$ cat config.mk
export PLATFORM = sky130hd
export DESIGN_NAME = mc_controller
export DESIGN_NICKNAME = d
export VERILOG_FILES = /design/src/rtl/mc_controller.sv
export SDC_FILE = /design/constraint.sdc
export NUM_CORES = 1
export LEC_CHECK = 0
export ABC_CLOCK_PERIOD_IN_PS = 2000
export CAP_MARGIN = 10
export CELL_PAD_IN_SITES_DETAIL_PLACEMENT = 1
export CELL_PAD_IN_SITES_GLOBAL_PLACEMENT = 2
export CORE_UTILIZATION = 26
export DETAILED_ROUTE_END_ITERATION = 16
export PLACE_DENSITY_LB_ADDON = 0.25
export SETUP_SLACK_MARGIN = 0.1
export SYNTH_ARGS = -nofsm -noshare
export SYNTH_HDL_FRONTEND = slang
export SYNTH_SLANG_ARGS = --single-unit
$ cat constraint.sdc
create_clock -name CLK -period 2 [get_ports CLK]
set_input_delay 0.2 -clock CLK [delete_from_list [all_inputs] [get_ports CLK]]
set_output_delay 0.2 -clock CLK [all_outputs]
set_load 0.01 [all_outputs]
$ cat src/rtl/mc_controller.sv
// Multi-cycle main controller: decodes instruction class into datapath selects and
// sequences data-memory requests with an ack watchdog, illegal-encoding trap and stall counter.
module mc_controller #(
  parameter int TIMEOUT_CYCLES = 15,
  parameter int CNT_W          = 16
) (
  input  logic             CLK,
  input  logic             RST_N,
  input  logic             instr_valid,
  input  logic [6:0]       op,
  input  logic [2:0]       instrType,
  input  logic [2:0]       funct3,
  input  logic             mem_ack,
  input  logic             fault_clr,
  output logic             we_reg,
  output logic             pcControl,
  output logic             memory_en,
  output logic             aluBsel,
  output logic             aluAsel,
  output logic             jump,
  output logic             stall,
  output logic [1:0]       wdSelect,
  output logic [1:0]       store_size,
  output logic [1:0]       load_size,
  output logic             load_unsigned,
  output logic             fault,
  output logic [1:0]       fault_cause,
  output logic [CNT_W-1:0] stall_cycles,
  output logic [1:0]       dbg_state
);

  localparam int WD_W = (TIMEOUT_CYCLES > 0) ? $clog2(TIMEOUT_CYCLES + 1) : 1;
  localparam logic [WD_W-1:0] WD_LAST = WD_W'((TIMEOUT_CYCLES > 0) ? TIMEOUT_CYCLES - 1 : 0);
  localparam bit WD_EN = (TIMEOUT_CYCLES != 0);

  localparam logic [6:0] OP_LOAD   = 7'b0000011;
  localparam logic [6:0] OP_IMM    = 7'b0010011;
  localparam logic [6:0] OP_JALR   = 7'b1100111;
  localparam logic [6:0] OP_AUIPC  = 7'b0010111;
  localparam logic [6:0] OP_SYSTEM = 7'b1110011;
  localparam logic [6:0] OP_FENCE  = 7'b0001111;

  localparam logic [1:0] CAUSE_ILLEGAL = 2'b01;
  localparam logic [1:0] CAUSE_TIMEOUT = 2'b10;

  typedef enum logic [1:0] {S_DECODE, S_MEM_WAIT, S_LOAD_WB, S_TRAP} state_t;

  state_t           state_q, state_d;
  logic [WD_W-1:0]  wd_q, wd_d, wd_cur;
  logic             fault_q, fault_d;
  logic [1:0]       cause_q, cause_d;
  logic [CNT_W-1:0] stall_cnt_q, stall_cnt_d;
  logic             is_store_q, is_store_d;
  logic [1:0]       st_size_q, st_size_d;

  logic       we_c, pc_c, me_c, aa_c, jump_c, stall_c, req_store;
  logic [1:0] wd_sel_c, ss_c;
  logic       ld_f3_ok, st_f3_ok, is_load, is_store, illegal;

  assign ld_f3_ok = (funct3 == 3'b000) || (funct3 == 3'b001) || (funct3 == 3'b010) ||
                    (funct3 == 3'b100) || (funct3 == 3'b101);
  assign st_f3_ok = (funct3 == 3'b000) || (funct3 == 3'b001) || (funct3 == 3'b010);
  assign is_load  = (instrType == 3'b100) && (op == OP_LOAD) && ld_f3_ok;
  assign is_store = (instrType == 3'b101) && st_f3_ok;
  assign illegal  = (instrType == 3'b000) || (instrType == 3'b111) ||
                    ((instrType == 3'b100) && (op != OP_LOAD) && (op != OP_IMM) && (op != OP_JALR)) ||
                    ((instrType == 3'b100) && (op == OP_LOAD) && !ld_f3_ok) ||
                    ((instrType == 3'b101) && !st_f3_ok);

  // Memory handshake: memory_en is held with stable store_size/funct3 until a one-cycle
  // mem_ack; mem_ack in any cycle without memory_en is ignored. stall=1 tells upstream to hold.
  always_comb begin
    we_c       = 1'b0;
    pc_c       = 1'b0;
    me_c       = 1'b0;
    aa_c       = 1'b1;
    jump_c     = 1'b0;
    stall_c    = 1'b0;
    wd_sel_c   = 2'b00;
    ss_c       = 2'b11;
    req_store  = 1'b0;
    wd_cur     = '0;
    state_d    = state_q;
    wd_d       = wd_q;
    fault_d    = fault_q;
    cause_d    = cause_q;
    is_store_d = is_store_q;
    st_size_d  = st_size_q;

    case (state_q)
      S_DECODE: begin
        wd_d = '0;
        if (instr_valid) begin
          if (illegal) begin
            stall_c = 1'b1;
            state_d = S_TRAP;
            fault_d = 1'b1;
            cause_d = CAUSE_ILLEGAL;
          end else if (is_load || is_store) begin
            me_c       = 1'b1;
            req_store  = is_store;
            if (is_store) ss_c = funct3[1:0];
            is_store_d = is_store;
            st_size_d  = ss_c;
          end else begin
            case (instrType)
              3'b001: begin
                we_c = 1'b1;
                if (op == OP_AUIPC) aa_c = 1'b0;
                else                wd_sel_c = 2'b11;
              end
              3'b010: begin
                we_c   = 1'b1;
                pc_c   = 1'b1;
                jump_c = 1'b1;
                aa_c   = 1'b0;
              end
              3'b011: begin
                pc_c     = 1'b1;
                wd_sel_c = 2'b10;
              end
              3'b100: begin
                we_c = 1'b1;
                if (op == OP_JALR) begin
                  pc_c     = 1'b1;
                  jump_c   = 1'b1;
                  wd_sel_c = 2'b10;
                  aa_c     = 1'b0;
                end
              end
              3'b110: we_c = !((op == OP_SYSTEM) || (op == OP_FENCE));
              default: ;
            endcase
          end
        end
      end
      S_MEM_WAIT: begin
        me_c      = 1'b1;
        req_store = is_store_q;
        ss_c      = st_size_q;
        wd_cur    = wd_q;
      end
      S_LOAD_WB: begin
        we_c     = 1'b1;
        wd_sel_c = 2'b01;
        state_d  = S_DECODE;
      end
      S_TRAP: begin
        stall_c = 1'b1;
        if (fault_clr) begin
          state_d = S_DECODE;
          fault_d = 1'b0;
          cause_d = 2'b00;
        end
      end
      default: state_d = S_DECODE;
    endcase

    // An ack on the watchdog's final cycle still completes the request.
    if (me_c) begin
      if (mem_ack) begin
        wd_d = '0;
        if (req_store) begin
          stall_c = 1'b0;
          state_d = S_DECODE;
        end else begin
          stall_c = 1'b1;
          state_d = S_LOAD_WB;
        end
      end else begin
        stall_c = 1'b1;
        if (WD_EN && (wd_cur == WD_LAST)) begin
          wd_d    = '0;
          state_d = S_TRAP;
          fault_d = 1'b1;
          cause_d = CAUSE_TIMEOUT;
        end else begin
          wd_d    = wd_cur + 1'b1;
          state_d = S_MEM_WAIT;
        end
      end
    end

    stall_cnt_d = (stall_c && (stall_cnt_q != '1)) ? stall_cnt_q + 1'b1 : stall_cnt_q;
  end

  always_ff @(posedge CLK or negedge RST_N) begin
    if (!RST_N) begin
      state_q     <= S_DECODE;
      wd_q        <= '0;
      fault_q     <= 1'b0;
      cause_q     <= 2'b00;
      stall_cnt_q <= '0;
      is_store_q  <= 1'b0;
      st_size_q   <= 2'b11;
    end else begin
      state_q     <= state_d;
      wd_q        <= wd_d;
      fault_q     <= fault_d;
      cause_q     <= cause_d;
      stall_cnt_q <= stall_cnt_d;
      is_store_q  <= is_store_d;
      st_size_q   <= st_size_d;
    end
  end

  // Reset forces defaults at once, even though DECODE would otherwise decode live inputs.
  assign we_reg        = RST_N & we_c;
  assign pcControl     = RST_N & pc_c;
  assign memory_en     = RST_N & me_c;
  assign aluBsel       = 1'b0;
  assign aluAsel       = ~RST_N | aa_c;
  assign jump          = RST_N & jump_c;
  assign stall         = RST_N & stall_c;
  assign wdSelect      = RST_N ? wd_sel_c : 2'b00;
  assign store_size    = RST_N ? ss_c : 2'b11;
  assign load_size     = funct3[1:0];
  assign load_unsigned = funct3[2];
  assign fault         = fault_q;
  assign fault_cause   = cause_q;
  assign stall_cycles  = stall_cnt_q;
  assign dbg_state     = state_q;

endmodule

Yosys cells after proc, flatten, opt, wreduce, memory -nomap -nowiden. Index checks and enable logic that the tools add are counted.

Bits in registers: 28. Input port bits: 18. Output and inout bits: 35.

$add $sub $neg: 2. Eq/ne operators: 27. Mux-type cells: 78. Bitwise operators: 8. Reduce and logical (&&, ||, !) cells: 31.

Operator list (count): 2-bit 2-to-1 mux (24); 1-bit 2-to-1 mux (35); 4-bit 2-to-1 mux (5); 3-bit == test, second input constant (6); 16-bit by 1-bit adder with 16-bit output, second input constant (1); 16-bit != test, second input constant (1); 1-bit case mux with 2 select lines (8); 7-bit == test, second input constant (2); 2-bit case mux with 2 select lines (3); 2-bit case mux with 3 select lines (2); 1-bit logical OR (10); 3-bit by 2-bit == test with 1-bit output, second input constant (3); 1-bit logical AND (9); 3-bit != test, second input constant (3); 4-bit AND reduction (2); 7-bit by 2-bit == test with 1-bit output, second input constant (1); 7-bit by 4-bit == test with 1-bit output, second input constant (1); 7-bit by 5-bit == test with 1-bit output, second input constant (1); 7-bit by 2-bit != test with 1-bit output, second input constant (1); 7-bit by 5-bit != test with 1-bit output, second input constant (1); 7-bit != test, second input constant (1); 3-bit by 1-bit == test with 1-bit output, second input constant (2); 3-bit zero test (2); 1-bit bitwise AND (5); 13 further kinds (17).

Logic depth before layout (Yosys ltp). Gate-level depths: netlist (run 1).

Depth in word-level cells: 16. Depth in mapped cells: 10.

Worst setup path after synthesis (run 1). OpenSTA, ideal clock, no wires.

Kind: register to register. Start point: register state_q[0] (netlist: dbg_state[0]). End point: register stall_cnt_q[15] (netlist: stall_cycles[15]). Setup time: 0.128 ns. Arrival time: 2.147 ns. Data required time: 1.872 ns. Slack: -0.274 ns. Stages on the path, launching flop included: 9. Buffers on the path: 0. Period minus slack after synthesis: 2.274 ns. Path through: dfrtp_1 > inv_1 > ha_1 > and2_1 > and3_1 > nor3b_1 > a21oi_2 > o2111ai_1 > mux2_1.

Cells in the longest elaborated chain, start to end: 6. Elaborated cells on any way between the ends: 10. Those cells by class: eq/ne: 2; mux: 6; reduce/logical: 2.

Ends and longest elaborated chain: from (decl) (line 48) `state_t state_q, state_d;`; from (signal assigned) (line 197) `state_q <= state_d;`; 2-bit by 1-bit == test with 1-bit output / 2-bit zero test (equally long branches) (line 90) `case (state_q)`; 1-bit case mux with 2 select lines (line 90); 1-bit 2-to-1 mux (line 163) `if (req_store) begin`; 1-bit 2-to-1 mux (line 161) `if (mem_ack) begin`; 1-bit 2-to-1 mux (*) (line 160) `if (me_c) begin`; 1-bit logical AND (*) (line 184) `stall_cnt_d = (stall_c && (stall_cnt_q != '1)) ? stall_cnt_q + 1'b1 : stall_cnt_q;`; to (signal assigned) (line 201) `stall_cnt_q <= stall_cnt_d;`; to (decl) (line 52) `logic [CNT_W-1:0] stall_cnt_q, stall_cnt_d;`.

Every way passes the cells marked *; elsewhere a longest branch is shown, timed or not. A chain may end at the register's enable or synchronous reset.

Final worst setup path (run 1).
Start point: register state_q[1] (netlist: dbg_state[1]). End point: register stall_cnt_q[15] (netlist: stall_cycles[15]).

The elaborated chain is that of the path after synthesis.

==> results_dict.tcl, run 1 <==
set metrics [dict create \
    run_status "finished with violations" \
    violations "setup timing" \
    grt_max_degree 17 \
    grt_pass1_vias 2330 \
    dr.pass1.iters 4 \
    hold_violations 0 \
    path_cells "inv_2, ha_4, buf_4, and2_4, and3_4, nor3b_4, a21oi_4, buf_8, o2111ai_2, mux2_4" \
    drv_cap 0 \
    min-delay-start "funct3[1]" \
    syn_to_final_growth_pct 84.1 \
    antenna_found_initial 0 \
    drc 0 \
    clock_latency_ps 280 \
    synth_edf_count 0 \
    final.setup.tns_ps -1410 \
    die-area_mm2 0.00788 \
    drt_iter0_drc 71 \
    syn_area_per_cell_um2 9.02 \
    setup_viol 21 \
    wl_per_cell_um 16.6 \
    grt-ovfl-total 0 \
    ioPinCount 53 \
    die_y_um 88.8 \
    ant_nets 0 \
    dp_hpwl_um 5040 \
    netlist_area_mm2 0.00196 \
    viasPerCell 4.92 \
    ys_ff_latch 28 \
    swShare_pct 38.4 \
    hold_end "st_size_q[1]" \
    p_sw_mw 1.45 \
    synth_compound_area_share_pct 21.1 \
    p_leak_nw 1.58 \
    crit_slowest_cell "dfrtp_2" \
    p_clk_share_pct 12.1 \
    hold_path.class "primary input to flip-flop" \
    start_util_pct 27.0 \
    async_reset_ff_share_pct 100 \
    period_share_pct 109 \
    cts_sinks 28 \
    cp.arrival_ps 2350 \
    vias 2194 \
    grt_pass1_wl_um 11700 \
    hold_depth 4 \
    synthMuxAreaShare_pct 3.39 \
    cts_tree "done" \
    r2r-end "stall_cycles[15]" \
    finalCriticalPeriod_ps 2170 \
    routed_wl_um 7400 \
    postLayoutCoreUtil_pct 49.7 \
    reg2reg_from "dbg_state[1]" \
    max_freq_mhz 460 \
    rsz0062_at_grt "yes" \
    syn_inst 217 \
    drive_gt1_share_pct 49.0 \
    gp_congestion 0.802 \
    core_area_mm2 0.00725 \
    power.total_mw 3.78 \
    nets 373 \
    finalClockSkew_ps 5.45 \
    path_clk_slew_ps 100 \
    cts_buffers 3 \
    rows 31 \
    clockBufferDepth 2 \
    synth_xor_area_share_pct 6.26 \
    synth_top_family_by_area "simple AND/OR/NAND/NOR gates" \
    ir_worst_vdd_mv 0.375 \
    slowest_delay_ps 390 \
    critPathMaxFanout 16 \
    p_int_mw 2.33 \
    setup_slack_ps -174 \
    io_buffers 51 \
    synth.yosys.warnings 0 \
    synthFlopType "dfrtp_1" \
    critPathCaptureType "flip-flop" \
    syn_nets 242 \
    nFillCells 834 \
    slew_viol_final 0 \
    worst-r2r-cell-count 10 \
    ctsRootBufferMaster "clkbuf_8" \
    synthAdderAreaFrac_pct 4.47 \
    chipWidth_um 88.8 \
    crit_type "flip-flop to flip-flop" \
    grt_util_all_layers_pct 19.5 \
    diodes 0 \
    synth_cell_types 53 \
    sequentialPowerShare_pct 21.7 \
    ys_seq_area_share_pct 35.9 \
    synth_simple_gate_area_share_pct 23.6 \
    crit_path_start_kind "flip-flop" \
    cts_max_level 1 \
    hold_buffers 0 \
    r2r_slack_ps -170 \
    p_per_area_mw_per_mm2 1050 \
    combPwrFrac_pct 66.2 \
    cp.required_ps 2170 \
]
==> cell usage after synthesis (5+ instances only) <==
master / n / area share [%]
nand2_1: 19 / 3.6
o2111ai_1: 5 / 2.2
xnor2_1: 14 / 6.3
nor2b_1: 6 / 1.9
a21oi_1: 10 / 2.6
nand3_1: 7 / 1.8
nor3_1: 5 / 1.3
o21ai_0: 12 / 3.1
and3_1: 8 / 2.6
o211ai_1: 10 / 3.8
ha_1: 7 / 4.5
nor2_1: 12 / 2.3
inv_1: 10 / 1.9
dfrtp_1: 26 / 33
==> through the flow <==
step           area, µm²  instances  setup WS, ps  hold slack, ps
3_5_place_dp        3040        416          -736             471
6_report            3600        446          -174             326
4_1_cts             3510        446          -219             375
2_1_floorplan       2040        217         -13.2           -95.6
3_3_place_gp        3040        416          -691             471
5_1_grt             3600        446          -243             340
==> kinds of logic after synthesis <==
logic type / Yosys count
buffers and inverters: 20
xor gates and xnor gates: 14
other: 1
DFF: 28
and+or+nand+nor: 84
muxes: 6
AOI/OAI and AO/OA: 57
adders and majority gates: 7
==> cells in the final DEF (no fill, tap or decap), types with 4 or more instances in the layout <==
cell type	netlist	layout
inv_1	10	7
nand2_1	19	16
o211ai_1	10	10
buf_2	1	10
nand3_1	7	4
buf_4	4	68
dfrtp_1	26	24
ha_4	0	4
xnor2_1	14	14
o21ai_2	1	8
nand4_1	4	4
nor2b_1	6	5
clkdlybuf4s50_1	0	28
buf_6	1	17
dlygate4sd2_1	0	5
nor2_1	12	9
a21oi_1	10	7
and3_1	8	7
clkbuf_2	0	4
==> layer usage <==
| layer | vias to the layer above | wire [µm] | GRT usage [%] | part of all wire (%) |
|---|---|---|---|---|
| li1 | 1059 | - | - | - |
| met1 | 1101 | 3280 | 24.9 | 44 |
| met2 | 30 | 3960 | 36.1 | 54 |
| met3 | 4 | 121 | 1.59 | 1.6 |
| met4 | 0 | 34 | 2.93 | 0.46 |
| met5 | - | 0 | 0 | 0 |
==> repair_timing <==
item / 4_1_cts / 5_1_grt
pin swaps: 30 / 22
endpoints found under the setup margin: 32 / 35
buffers inserted: 27 / 6
gates resized for setup: 130 / 36
==> layout make-up <==
type | count | area, µm² | area share [%]
Tap cell | 99 | 124 | 3.44
Clock inverter | 1 | 30.0 | 0.833
Clock buffer | 3 | 41.3 | 1.15
Inverter | 10 | 37.5 | 1.04
Sequential cell | 28 | 706 | 19.6
Multi-Input combinational cell | 169 | 1500 | 41.6
Timing Repair Buffer | 136 | 1170 | 32.3
==> state kept, by name, indices dropped and copies added (netlist names) <==
signal / count
stall_cycles: 16
dbg_state: 2
fault: 1
wd_q: 4
is_store_q: 1
st_size_q: 2
fault_cause: 2
==> power by group through the flow <==
stage	logic [mW]	clock network, mW	registers [mW]
floorplan	0.924	0	0.875
global placement	1.81	0	0.812
detailed placement	1.85	0	0.817
CTS	2.33	0.470	0.811
global route	2.66	0.490	0.833
finish	2.50	0.457	0.819
==> how the worst max path moves through the flow <==
stage                     slack (ps)                to  cells past startpoint          from
after CTS                       -220  stall_cycles[14]                     11  dbg_state[1]
after global routing            -240             stall                      9  dbg_state[1]
after global placement          -690             stall                      7         op[2]
after detailed placement        -740             stall                      7         op[2]
final                           -170  stall_cycles[15]                     10  dbg_state[1]
after floorplan                  -10  stall_cycles[15]                      8  dbg_state[0]
==> critical path, delay by kind of cell, from the launching register on <==
family | cells | cell delay, ps
simple gates | 3 | 550
flops | 1 | 390
buf+inv | 3 | 370
mux | 1 | 320
compound gates | 2 | 290
fa+ha+maj | 1 | 160
Note: power is estimated with default switching activity, not from simulation.
==> inputs of run 2 (changes only) <==
Settings changed: ABC_CLOCK_PERIOD_IN_PS 2000 to 2200, CORE_UTILIZATION 26 to 29.
Clock period 2 ns to 2.2 ns, I/O delays scaled along.
==> results_dict.tcl, run 2 (synthesis gave the netlist of run 1 again) <==
set metrics [dict create \
    cts_sinks 28 \
    drv_cap 0 \
    hold_violations 0 \
    ctsRootBufferMaster "clkbuf_8" \
    p_per_area_mw_per_mm2 930 \
    vias 2130 \
    diodes 0 \
    wl_per_cell_um 16.8 \
    crit_path_start_kind "primary input" \
    routed_wl_um 6780 \
    die_y_um 84.2 \
    critPathCapture "wdSelect[0]" \
    ioPinCount 53 \
    path_clk_slew_ps 100 \
    slowest_delay_ps 570 \
    final_common_cell "buf_4" \
    startpoint "op[2]" \
    slew_viol_final 0 \
    p_sw_mw 1.19 \
    dr.pass1.iters 10 \
    ir_worst_vdd_mv 0.399 \
    drc 4 \
    die-area_mm2 0.00708 \
    io_buffers 51 \
    grt-ovfl-total 0 \
    r2r_slack_ps 80 \
    finalClockSkew_ps 5.67 \
    path_depth 8 \
    tightestPinTransition_ps 499 \
    drive_gt1_share_pct 38.5 \
    chipWidth_um 84.2 \
    cts_buffers 3 \
    cp.required_ps 1980 \
    cp.buffers_inverters 3 \
    seq_area_um2 703 \
    core_area_mm2 0.00642 \
    nets 353 \
    grt_pass1_vias 2145 \
    dp_hpwl_um 4610 \
    clockBufferDepth 2 \
    clock_latency_ps 290 \
    finalCriticalPeriod_ps 2190 \
    most-common-layout-cells "buf_4, clkdlybuf4s50_1, dfrtp_1" \
    violations "DRC" \
    crit_slowest_cell "or4_4" \
    antenna_found_initial 0 \
    path_cells "clkdlybuf4s15_2, or4_4, nor3_2, a31oi_4, nand4_1, buf_4, o21ai_1, dlygate4sd2_1" \
    syn_to_final_growth_pct 72.2 \
    p_int_mw 1.94 \
    critPathMaxFanout 5 \
    cts_tree "done" \
    grt_pass1_wl_um 10500 \
    rsz0062_at_grt "yes" \
    period_share_pct 99.4 \
    stdcell_count 404 \
    cts_max_level 1 \
    setup_viol 0 \
    start_util_pct 30.5 \
    nFillCells 747 \
    swShare_pct 38.0 \
    reg2reg_from "stall_cycles[6]" \
    placed_cells 383 \
    worst-r2r-cell-count 6 \
    combPwrFrac_pct 62.3 \
    grt_util_all_layers_pct 18.4 \
    p_clk_share_pct 13.7 \
    max_freq_mhz 457 \
    ant_nets 0 \
    largest_reg_flops 16 \
    cp.arrival_ps 1970 \
    critPathCaptureType "output pin" \
    gp_congestion 0.794 \
    multi_input_area_mm2 0.00144 \
    viasPerCell 5.27 \
    power.total_mw 3.13 \
    crit_type "primary input to output pin" \
    hold_path.class "primary input to async pin" \
    r2r-end "stall_cycles[11]" \
    drt_iter0_drc 79 \
    cp_top_family "simple AND/OR/NAND/NOR gates" \
    grt_max_degree 17 \
    run_status "finished with violations" \
    hold_buffers 0 \
    p_leak_nw 1.46 \
    sequentialPowerShare_pct 24.1 \
    rows 29 \
    maxSlewHeadroom_pct 66.7 \
]
## run 2: cell count changes in the layout (fill, tap and decap cells not counted), moves of 3 or more
cell,change
buf_4,-14
buf_6,-11
o21ai_2,-5
o2111ai_4,+4
o21ai_0,+4
clkbuf_2,-3
clkdlybuf4s15_2,+3
nor2_1,+3
o2111ai_1,-3
## run 2: timing repair
action                                  CTS  global route
resized for setup                        89            30
cloned                                    0             1
buffers inserted                         11             6
endpoints found under the setup margin   32            29
pin swaps                                13            12
## run 2: cell type report
class | count | area share (%)
sequential | 28 | 20.9
timing repair buffer | 116 | 30.4
inverter | 10 | 1.11
clock inverter | 1 | 0.891
clock buffer | 3 | 1.22
multi-input combinational | 169 | 42.6
tap | 77 | 2.86
## run 2: how the worst min path moves through the flow
| stage | start | cells after the start | to |
|---|---|---|---|
| final | RST_N | 2 | is_store_q |
| after global placement | is_store_q | 1 | is_store_q |
| after CTS | RST_N | 2 | is_store_q |
| after detailed placement | stall_cycles[13] | 1 | stall_cycles[13] |
| after global routing | RST_N | 2 | is_store_q |
| after floorplan | RST_N | 0 | dbg_state[0] |
## run 2: power by group through the flow
stage	sequential [mW]	clock [mW]	combinational, mW
6_report	0.754	0.429	1.95
5_1_grt	0.770	0.456	2.10
4_1_cts	0.754	0.433	1.72
3_5_place_dp	0.759	0	1.50
3_3_place_gp	0.754	0	1.48
2_1_floorplan	0.784	0	0.775
## run 2: metal layers
layer	part of all wire, %	track usage (%)
met5	0	0
met4	0.74	4.08
met3	2.2	2.16
met2	51	31.2
met1	46	25.1
## run 2: metrics by stage
stage               setup slack (ps)  util (%)  hold slack (ps)  TNS [ps]  area (µm²)
floorplan                        109         -            -75.6         0        1990
global placement                -542      45.0              465     -9630        2890
detailed placement              -606      45.0              483    -10870        2890
CTS                             21.0      49.5              363         0        3180
global route                   -74.1      52.5              364      -160        3370
finish                          13.6      52.5              344         0        3370
==> inputs of run 3 (changes only) <==
Settings changed: CORE_MARGIN set to 4.
==> results_dict.tcl, run 3 (synthesis gave the netlist of run 1 again) <==
set metrics [dict create \
    cp_top_family "compound AO/OA/AOI/OAI gates" \
    cts_buffers 3 \
    drc 0 \
    cp.arrival_ps 1960 \
    hold_path.class "primary input to async pin" \
    grt_pass1_vias 2312 \
    cp.required_ps 1980 \
    r2r-end "stall_cycles[14]" \
    setup_slack_ps 22.4 \
    final_common_cell "buf_4" \
    nFillCells 756 \
    gp_congestion 0.792 \
    crit_type "flip-flop to output pin" \
    critPathMaxFanout 3 \
    clock_latency_ps 280 \
    io_buffers 51 \
    cts_max_level 1 \
    hold_violations 0 \
    p_leak_nw 1.51 \
    diodes 0 \
    final_area_mm2 0.00339 \
    drt_iter0_drc 53 \
    startpoint "dbg_state[0]" \
    wl_per_cell_um 18.0 \
    finalClockSkew_ps 8.43 \
    path_clk_slew_ps 100 \
    r2r_slack_ps 50 \
    placed_area_mm2 0.00290 \
    ctsRootBufferMaster "clkbuf_8" \
    cts_sinks 28 \
    path_cells "inv_2, ha_4, nor4bb_4, nand4_1, buf_4, nand3_4, a211oi_4, o21a_1, buf_2" \
    nets 359 \
    ant_nets 0 \
    crit_slowest_cell "dfrtp_1" \
    die-area_mm2 0.00813 \
    ir_worst_vdd_mv 0.636 \
    vias 2182 \
    path_depth 9 \
    hold_buffers 0 \
    setup_viol 0 \
    slew_viol_final 0 \
    cts_tree "done" \
    slowest_delay_ps 370 \
    start_util_pct 30.3 \
    grt_pass1_wl_um 11300 \
    chipWidth_um 90.2 \
    fin_hold_ws_ps 359 \
    run_status "completed" \
    largest_reg_flops 16 \
    top_usage_layer "met2" \
    grt_use_met1_pct 20.4 \
    crit_path_start_kind "flip-flop" \
    finalCriticalPeriod_ps 2180 \
    max_freq_mhz 459 \
    rsz0062_at_grt "yes" \
    p_per_area_mw_per_mm2 943 \
    die_y_um 90.2 \
    dp_hpwl_um 4970 \
    worst-r2r-cell-count 10 \
    reg2reg_from "dbg_state[0]" \
    clockBufferDepth 2 \
    postLayoutCoreUtil_pct 52.5 \
    dr.pass1.iters 4 \
    viasPerCell 5.32 \
    grt_max_degree 17 \
    drive_gt1_share_pct 42.3 \
    use_met3_pct 2.42 \
    power.total_mw 3.20 \
    critPathCapture "stall" \
    core_area_mm2 0.00646 \
    placed_cells 385 \
    grt_util_all_layers_pct 16.5 \
    critPathCaptureType "output pin" \
    grt_use_met2_pct 29.8 \
    routed_wl_um 7370 \
    stdcell_count 410 \
    syn_to_final_growth_pct 73.2 \
    drv_cap 0 \
    period_share_pct 99.0 \
    most-common-layout-cells "buf_4, clkdlybuf4s50_1, dfrtp_1" \
    place_ws_ps -570 \
    cp.buffers_inverters 3 \
    rows 29 \
    antenna_found_initial 0 \
    grt-ovfl-total 0 \
    ioPinCount 53 \
    final.setup.tns_ps 0 \
]
## run 3: timing repair
action,CTS,global route
buffers inserted,12,9
endpoints found under the setup margin,33,31
pin swaps,11,14
endpoints found under the hold margin,0,0
resized for setup,101,31
gates cloned,0,1
## run 3: area by class of cell
| cell class | count | area (µm²) | area share [%] |
|---|---|---|---|
| multi-input combinational | 169 | 1430 | 42.3 |
| timing repair buffer | 122 | 1050 | 30.9 |
| clock inverter | 1 | 30.0 | 0.886 |
| inverter | 10 | 37.5 | 1.11 |
| sequential | 28 | 703 | 20.7 |
| clock buffer | 3 | 41.3 | 1.22 |
| tap | 77 | 96.3 | 2.84 |
## run 3: metal layers
metal  wire, µm  vias to the layer above
met1       3130                     1089
met4        120                        0
li1           -                     1031
met3        291                       10
met5          0                        -
met2       3830                       52
## run 3: worst min path at each step
stage | from | to | slack [ps]
floorplan | RST_N | dbg_state[0] | -80
global placement | is_store_q | is_store_q | 470
detailed placement | is_store_q | is_store_q | 470
CTS | RST_N | wd_q[3] | 360
global route | RST_N | wd_q[3] | 370
finish | RST_N | wd_q[3] | 360
## run 3: report_power, final
part | switching [mW] | leakage [nW] | total, mW | internal (mW)
sequential | 0.102 | 0.367 | 0.748 | 0.646
clock | 0.169 | 0.0357 | 0.413 | 0.244
combinational | 0.964 | 1.11 | 2.04 | 1.07
total | 1.24 | 1.51 | 3.20 | 1.96
